File: src/rtl/pcie_8b10b_pkg.sv
`default_nettype none
// ============================================================================
// Module  : pcie_8b10b_pkg
// Purpose : Shared constants and types for the PCIe 8b/10b transmit path.
//           Provides the symbol width, the two K28.5 comma encodings and
//           the serializer state type.
// Ports   : none (package)
// Revision: 1.0 - initial release
// ============================================================================
package pcie_8b10b_pkg;

   // Encoded 8b/10b symbol width.
   localparam int SYM_W = 10;

   // K28.5 comma in both running disparities, written with bit 0 = "a".
   localparam logic [SYM_W-1:0] K28_5_RDN = 10'h17C;
   localparam logic [SYM_W-1:0] K28_5_RDP = 10'h283;

   // Serializer operating state.
   typedef enum logic [0:0] {
      ST_OFF = 1'b0,
      ST_RUN = 1'b1
   } tx_state_e;

   // Bits needed to count 0..n-1 (at least one bit).
   function automatic int cnt_width(input int n);
      return (n <= 2) ? 1 : $clog2(n);
   endfunction

endpackage
`default_nettype wire

File: src/rtl/tx_piso_serializer_if.sv
`default_nettype none
// ============================================================================
// Module  : tx_piso_serializer_if
// Purpose : Bundles the symbol handshake and serial outputs of the PISO
//           transmitter.
// Signals : tx_en     - serialization enable (sampled at symbol boundaries)
//           din       - encoded symbol
//           din_valid - din holds a symbol
//           din_ready - transmitter can accept a symbol
//           sout      - serial data, LSB first
//           sym_start - sout carries bit 0 of a symbol
//           underrun  - current symbol is idle filler
// Modports: master - symbol source / serial sink
//           slave  - the serializer
// Revision: 1.0 - initial release
// ============================================================================
interface tx_piso_serializer_if
   import pcie_8b10b_pkg::*;
#(
   parameter int SYM_W = pcie_8b10b_pkg::SYM_W
);

   logic             tx_en;
   logic [SYM_W-1:0] din;
   logic             din_valid;
   logic             din_ready;
   logic             sout;
   logic             sym_start;
   logic             underrun;

   modport master (
      output tx_en,
      output din,
      output din_valid,
      input  din_ready,
      input  sout,
      input  sym_start,
      input  underrun
   );

   modport slave (
      input  tx_en,
      input  din,
      input  din_valid,
      output din_ready,
      output sout,
      output sym_start,
      output underrun
   );

endinterface
`default_nettype wire

File: src/rtl/tx_hold_reg.sv
`default_nettype none
// ============================================================================
// Module  : tx_hold_reg
// Purpose : Single-entry valid/ready holding register in front of the
//           shift register. A word is captured when din_valid_i and
//           din_ready_o are both high at a rising edge; pop_i empties it.
// Ports   : clk         - clock
//           rst         - asynchronous active-low reset
//           din_i       - incoming symbol
//           din_valid_i - din_i is valid
//           din_ready_o - register is empty (registered)
//           pop_i       - consumer takes the held word this cycle
//           hold_o      - held symbol
//           hold_full_o - hold_o is valid
// Revision: 1.0 - initial release
// ============================================================================
module tx_hold_reg
   import pcie_8b10b_pkg::*;
#(
   parameter int SYM_W = pcie_8b10b_pkg::SYM_W
) (
   input  logic             clk,
   input  logic             rst,
   input  logic [SYM_W-1:0] din_i,
   input  logic             din_valid_i,
   output logic             din_ready_o,
   input  logic             pop_i,
   output logic [SYM_W-1:0] hold_o,
   output logic             hold_full_o
);

   logic [SYM_W-1:0] hold_q;
   logic [SYM_W-1:0] hold_d;
   logic             full_q;
   logic             full_d;
   logic             ready_q;
   logic             ready_d;
   logic             w_accept;

   // Accept and pop are mutually exclusive: accept needs the register
   // empty, pop is only issued while it is full.
   always_comb begin
      w_accept = din_valid_i && ready_q;
      hold_d   = hold_q;
      full_d   = full_q;
      if (w_accept) begin
         hold_d = din_i;
         full_d = 1'b1;
      end else if (pop_i) begin
         full_d = 1'b0;
      end
      // Ready is kept in its own flop so din_ready_o has no
      // combinational path from any input.
      ready_d = !full_d;
   end

   always_ff @(posedge clk or negedge rst) begin
      if (!rst) begin
         hold_q  <= '0;
         full_q  <= 1'b0;
         ready_q <= 1'b1;
      end else begin
         hold_q  <= hold_d;
         full_q  <= full_d;
         ready_q <= ready_d;
      end
   end

   assign din_ready_o = ready_q;
   assign hold_o      = hold_q;
   assign hold_full_o = full_q;

endmodule
`default_nettype wire

File: src/rtl/tx_piso_serializer.sv
`default_nettype none
// ============================================================================
// Module  : tx_piso_serializer
// Purpose : 10-bit parallel-in/serial-out transmitter for the 8b/10b path.
//           Symbols are shifted out LSB first, back to back, one bit per
//           clock. When no symbol is waiting at a boundary the IDLE_SYM
//           filler is sent and flagged as an underrun.
// Ports   : clk - clock (rising edge)
//           rst - asynchronous active-low reset
//           bus - tx_piso_serializer_if.slave (tx_en, din, din_valid,
//                 din_ready, sout, sym_start, underrun)
// Revision: 1.0 - initial release
// ============================================================================
module tx_piso_serializer
   import pcie_8b10b_pkg::*;
#(
   parameter int               SYM_W    = pcie_8b10b_pkg::SYM_W,
   parameter logic [SYM_W-1:0] IDLE_SYM = K28_5_RDN
) (
   input  logic                 clk,
   input  logic                 rst,
   tx_piso_serializer_if.slave  bus
);

   localparam int                c_CNT_W    = cnt_width(SYM_W);
   localparam logic [c_CNT_W-1:0] c_CNT_LAST = c_CNT_W'(SYM_W - 1);

   tx_state_e          state_q;
   tx_state_e          state_d;
   logic [c_CNT_W-1:0] cnt_q;
   logic [c_CNT_W-1:0] cnt_d;
   logic [SYM_W-1:0]   sh_q;
   logic [SYM_W-1:0]   sh_d;
   logic               idle_q;
   logic               idle_d;
   logic               sym_start_q;
   logic               sym_start_d;

   logic               w_at_last;
   logic               w_load;
   logic               w_pop;
   logic [SYM_W-1:0]   w_hold;
   logic               w_hold_full;
   logic               w_din_ready;

   // ------------------------------------------------------------------
   // Holding register
   // ------------------------------------------------------------------
   tx_hold_reg #(
      .SYM_W (SYM_W)
   ) u_hold (
      .clk         (clk),
      .rst         (rst),
      .din_i       (bus.din),
      .din_valid_i (bus.din_valid),
      .din_ready_o (w_din_ready),
      .pop_i       (w_pop),
      .hold_o      (w_hold),
      .hold_full_o (w_hold_full)
   );

   // ------------------------------------------------------------------
   // State register
   // ------------------------------------------------------------------
   always_ff @(posedge clk or negedge rst) begin
      if (!rst) begin
         state_q     <= ST_OFF;
         cnt_q       <= '0;
         sh_q        <= '0;
         idle_q      <= 1'b0;
         sym_start_q <= 1'b0;
      end else begin
         state_q     <= state_d;
         cnt_q       <= cnt_d;
         sh_q        <= sh_d;
         idle_q      <= idle_d;
         sym_start_q <= sym_start_d;
      end
   end

   // ------------------------------------------------------------------
   // Next-state logic
   // ------------------------------------------------------------------
   always_comb begin
      w_at_last   = (cnt_q == c_CNT_LAST);
      // tx_en only matters at a symbol boundary: from OFF, or on the
      // last bit of the symbol in flight.
      w_load      = bus.tx_en && ((state_q == ST_OFF) || w_at_last);
      // The load samples hold_full as it was before the edge, so a word
      // accepted on the same edge waits for the next boundary.
      w_pop       = w_load && w_hold_full;

      state_d     = state_q;
      cnt_d       = cnt_q;
      sh_d        = sh_q;
      idle_d      = idle_q;
      sym_start_d = 1'b0;

      case (state_q)
         ST_OFF: begin
            // Idle line: sh stays zero, nothing shifts.
         end
         ST_RUN: begin
            if (!w_at_last) begin
               sh_d  = {1'b0, sh_q[SYM_W-1:1]};
               cnt_d = cnt_q + c_CNT_W'(1);
            end else if (!bus.tx_en) begin
               // Symbol finished and transmission disabled: park.
               sh_d    = '0;
               cnt_d   = '0;
               idle_d  = 1'b0;
               state_d = ST_OFF;
            end
         end
         default: begin
            state_d = ST_OFF;
         end
      endcase

      if (w_load) begin
         sh_d        = w_hold_full ? w_hold : IDLE_SYM;
         idle_d      = !w_hold_full;
         cnt_d       = '0;
         state_d     = ST_RUN;
         sym_start_d = 1'b1;
      end
   end

   // ------------------------------------------------------------------
   // Outputs (all sourced from flops)
   // ------------------------------------------------------------------
   always_comb begin
      bus.sout      = sh_q[0];
      bus.sym_start = sym_start_q;
      bus.underrun  = sym_start_q && idle_q;
      bus.din_ready = w_din_ready;
   end

endmodule
`default_nettype wire
File: src/flat_wrapper.sv
// flat-port wrapper written by rule: the top's interface ports become plain ports
module tx_piso_serializer_flat import pcie_8b10b_pkg::*;
#(
   parameter int               SYM_W    = pcie_8b10b_pkg::SYM_W,
   parameter logic [SYM_W-1:0] IDLE_SYM = K28_5_RDN
)
  (clk, rst, bus_tx_en, bus_din, bus_din_valid, bus_din_ready, bus_sout, bus_sym_start, bus_underrun);
  tx_piso_serializer_if #(.SYM_W(SYM_W)) bus_i ();
  input  logic clk;
  input  logic rst;
  input wire logic [$bits(bus_i.tx_en)-1:0] bus_tx_en;
  input wire logic [$bits(bus_i.din)-1:0] bus_din;
  input wire logic [$bits(bus_i.din_valid)-1:0] bus_din_valid;
  output wire logic [$bits(bus_i.din_ready)-1:0] bus_din_ready;
  output wire logic [$bits(bus_i.sout)-1:0] bus_sout;
  output wire logic [$bits(bus_i.sym_start)-1:0] bus_sym_start;
  output wire logic [$bits(bus_i.underrun)-1:0] bus_underrun;
  assign bus_i.tx_en = bus_tx_en;
  assign bus_i.din = bus_din;
  assign bus_i.din_valid = bus_din_valid;
  assign bus_din_ready = bus_i.din_ready;
  assign bus_sout = bus_i.sout;
  assign bus_sym_start = bus_i.sym_start;
  assign bus_underrun = bus_i.underrun;
  tx_piso_serializer #(.SYM_W(SYM_W), .IDLE_SYM(IDLE_SYM)) u_core (.clk(clk), .rst(rst), .bus(bus_i));
endmodule
File: config.mk
export PLATFORM = sky130hd
export DESIGN_NAME = tx_piso_serializer_flat
export DESIGN_NICKNAME = d
export VERILOG_FILES = /design/src/rtl/pcie_8b10b_pkg.sv /design/src/rtl/tx_piso_serializer_if.sv /design/src/rtl/tx_hold_reg.sv /design/src/rtl/tx_piso_serializer.sv /design/src/flat_wrapper.sv
export SDC_FILE = /design/constraint.sdc
export NUM_CORES = 1
export LEC_CHECK = 0
export CELL_PAD_IN_SITES_DETAIL_PLACEMENT = 0
export CELL_PAD_IN_SITES_GLOBAL_PLACEMENT = 1
export CORE_MARGIN = 5
export CORE_UTILIZATION = 43
export CTS_CLUSTER_DIAMETER = 200
export DETAILED_ROUTE_END_ITERATION = 8
export GPL_ROUTABILITY_DRIVEN = 0
export GPL_TIMING_DRIVEN = 0
export HOLD_SLACK_MARGIN = 0.12
export PLACE_DENSITY = 0.86
export RECOVER_POWER = 100
export SYNTH_ARGS = -nofsm -noshare
export SYNTH_HDL_FRONTEND = slang
export SYNTH_SLANG_ARGS = --single-unit
File: constraint.sdc
create_clock -name clk -period 2 [get_ports clk]
set_clock_uncertainty 0.15 [all_clocks]
set_input_delay 0.6 -clock clk [delete_from_list [all_inputs] [get_ports clk]]
set_output_delay 0.6 -clock clk [all_outputs]
set_load 0.01 [all_outputs]
==> results.json <==
{
  "synth_edf_count": 0,
  "dieArea_sq_um": 4487,
  "place_hpwl_mm": 1.883,
  "via_per_inst": 5.235,
  "clock_path_buffers": 2,
  "drive_above_1_share_pct": 19.58,
  "fin_cells": 187,
  "initial_core_util_pct": 45.37,
  "critPathKind": "flip-flop to output port",
  "worstHoldPathType": "input pin to async pin",
  "timing.max_cap.violations": 0,
  "synth_fp_nets": 135,
  "cp.depth": 1,
  "synth_warnings": 0,
  "status": "finished clean",
  "ant_nets": 0,
  "drcViolationCount": 0,
  "ys_seq_area_share_pct": 52.06,
  "die_w_microns": 66.99,
  "fin_ws_ps": 105.8,
  "grt_max_degree": 30,
  "cp_cell_sequence": "dlygate4sd2_1",
  "ys.flop_type": "dfrtp_1",
  "ctsHoldBuffers": 0,
  "antenna_found_initial": 0,
  "grt_use_total_pct": 13.92,
  "ir_drop_uv": 710.3,
  "arrival_ps": 1140,
  "avgSynthCellArea_sq_um": 11.73,
  "routed_wl_mm": 2.636,
  "r2r_end": "u_core.sh_q[7]",
  "final_cell_mix": "dfrtp_1, nor2_1, mux2_2, clkdlybuf4s50_1",
  "rsz0062_at_grt": "no",
  "grt_pass1_vias": 1011,
  "dp_slack_ps": -305.7,
  "power_mw": 2.046,
  "core.rowCount": 20,
  "r2r_start": "u_core.cnt_q[1]",
  "reg2reg_setup_slack_ps": 180,
  "syn2layout_area_growth_pct": 16.58,
  "die_h_microns": 66.99,
  "path_delay_family": "flip-flops",
  "cts_tree": "yes",
  "cts_root_buf": "clkbuf_4",
  "utilization_pct": 52.89,
  "clock-sinks": 29,
  "crit_path_max_incr_delay_ps": 550,
  "p_per_area_nw_per_um2": 1257,
  "cts_max_level": 2,
  "path_buf_inv": 1,
  "cts_setup_buffers": 0,
  "critPathRequiredTime_ps": 1250,
  "core_area_sq_um": 3078,
  "critical_path_peak_fanout": 3,
  "slew_headroom_pct": 52.87,
  "period_share_pct": 94.71,
  "grt_pass1_wl_mm": 4.567,
  "first_pass_iters": 4,
  "clk_latency_ps": 320,
  "r2r_cells": 5,
  "postSynth.asyncResetShare_pct": 100.0,
  "holdWs_ps": 162.4,
  "io_buffers": 16,
  "cp-start-kind": "flip-flop",
  "synth_area_sq_um": 1396,
  "fmax_mhz": 527.9,
  "clkTransAtPathRegs_ps": 90,
  "leakagePower_nw": 0.7486,
  "antenna_cells": 0,
  "synthCells": 119,
  "ys_ff_latch": 29,
  "wl_per_cell_microns": 14.10,
  "critPathLaunch": "u_core.u_hold.din_ready_o",
  "vias": 979,
  "dp_cells": 179,
  "fin_nets": 158,
  "setup_viol": 0,
  "cp-end-kind": "output port",
  "fillers": 292,
  "grt-ovfl-total": 0,
  "hold_violations": 0,
  "timing_max_transition_violations_final": 0,
  "max_slew.worst_pin.slew_ps": 707.0,
  "first_iter_violations": 24,
  "synth_cell_type_count": 30,
  "place_area_sq_um": 1612,
  "final_common_cell": "dfrtp_1",
  "setup-tns-final_ps": 0,
  "slowest_stage": "dfstp_1",
  "ios": 18,
  "final_area_sq_um": 1628,
  "fin_crit_ps": 1894,
  "numCtsBuffers": 5
}
[worst reg2reg max path, stage by stage, from the launching register on]
cell and delay [ps]:
dfrtp_1 410, inv_1 60, ha_1 180, nand2_1 110, o21ai_2 400, mux2_1 380
[area by class of cell]
type / instances / area, sq um / share of cell area [%]
plain buffers: 6 / 36.28 / 2.229
clock buffers: 8 / 58.81 / 3.613
inverters: 1 / 3.754 / 0.2306
multi-input cells: 83 / 594.3 / 36.51
flip-flops and latches: 29 / 726.9 / 44.66
well taps: 44 / 55.05 / 3.382
repair buffers: 16 / 152.6 / 9.377
[worst max-delay path by stage]
| stage | endpoint | slack (ps) |
|---|---|---|
| 4_1_cts | bus_sym_start | 20 |
| 6_report | bus_din_ready | 110 |
| 3_3_place_gp | u_core.sh_q[4] | -240 |
| 2_1_floorplan | u_core.sh_q[0] | 410 |
| 5_1_grt | bus_underrun | 10 |
| 3_5_place_dp | u_core.sh_q[4] | -310 |
[report_power, final]
part           switching [mW]  total [mW]  internal (mW)
registers               0.168       0.997          0.829
clock network           0.187       0.360          0.173
logic                   0.316       0.690          0.374
[sequential cells by signal (all words and copies together), names as in the netlist]
| register | flops |
|---|---|
| u_core.cnt_q | 4 |
| u_core.idle_q | 1 |
| u_core.state_q | 1 |
| u_core.bus.sym_start | 1 |
| u_core.sh_q | 10 |
| u_core.u_hold.hold_o | 10 |
| u_core.u_hold.din_ready_o | 1 |
| u_core.u_hold.hold_full_o | 1 |
[cell usage after synthesis, drive strengths merged (2+ instances only)]
cell type	number	area, sq um
a211oi	6	45.04
nand2b	4	25.02
o21ai	6	41.29
a31oi	2	12.51
a32o	3	30.03
a21oi	3	15.01
nor2b	6	37.54
nand2	7	28.78
a211o	7	61.31
buf	6	36.28
nor2	14	55.06
ha	2	25.02
mux2	13	157.7
and2	2	13.77
dfrtp	28	700.7
and2b	2	15.01
[cells by family (layout without fill, tap and decap cells)]
| kind of cell | count (synthesis) | after routing | synth area share (%) |
|---|---|---|---|
| buf+inv | 7 | 31 | 2.867 |
| compound gates | 30 | 30 | 16.85 |
| flops | 29 | 29 | 52.06 |
| simple gates | 37 | 37 | 14.52 |
| mux | 13 | 13 | 11.29 |
| fa+ha+maj | 2 | 2 | 1.792 |
| xor+xnor | 1 | 1 | 0.6274 |
[layer usage]
layer  vias to the layer above  GRT usage [%]  share of wire (%)
li1                        475              -                  -
met1                       471          15.61                 43
met2                        30          22.90                 50
met3                         3          6.408                6.4
met4                         0          5.316               0.80
met5                         -              0                  0
[timing repair]
action                     CTS  global route
setup endpoints to repair    2             2
gates resized for setup      2             2
hold endpoints to repair     0             0
Note: power is estimated with default switching activity, not from simulation.
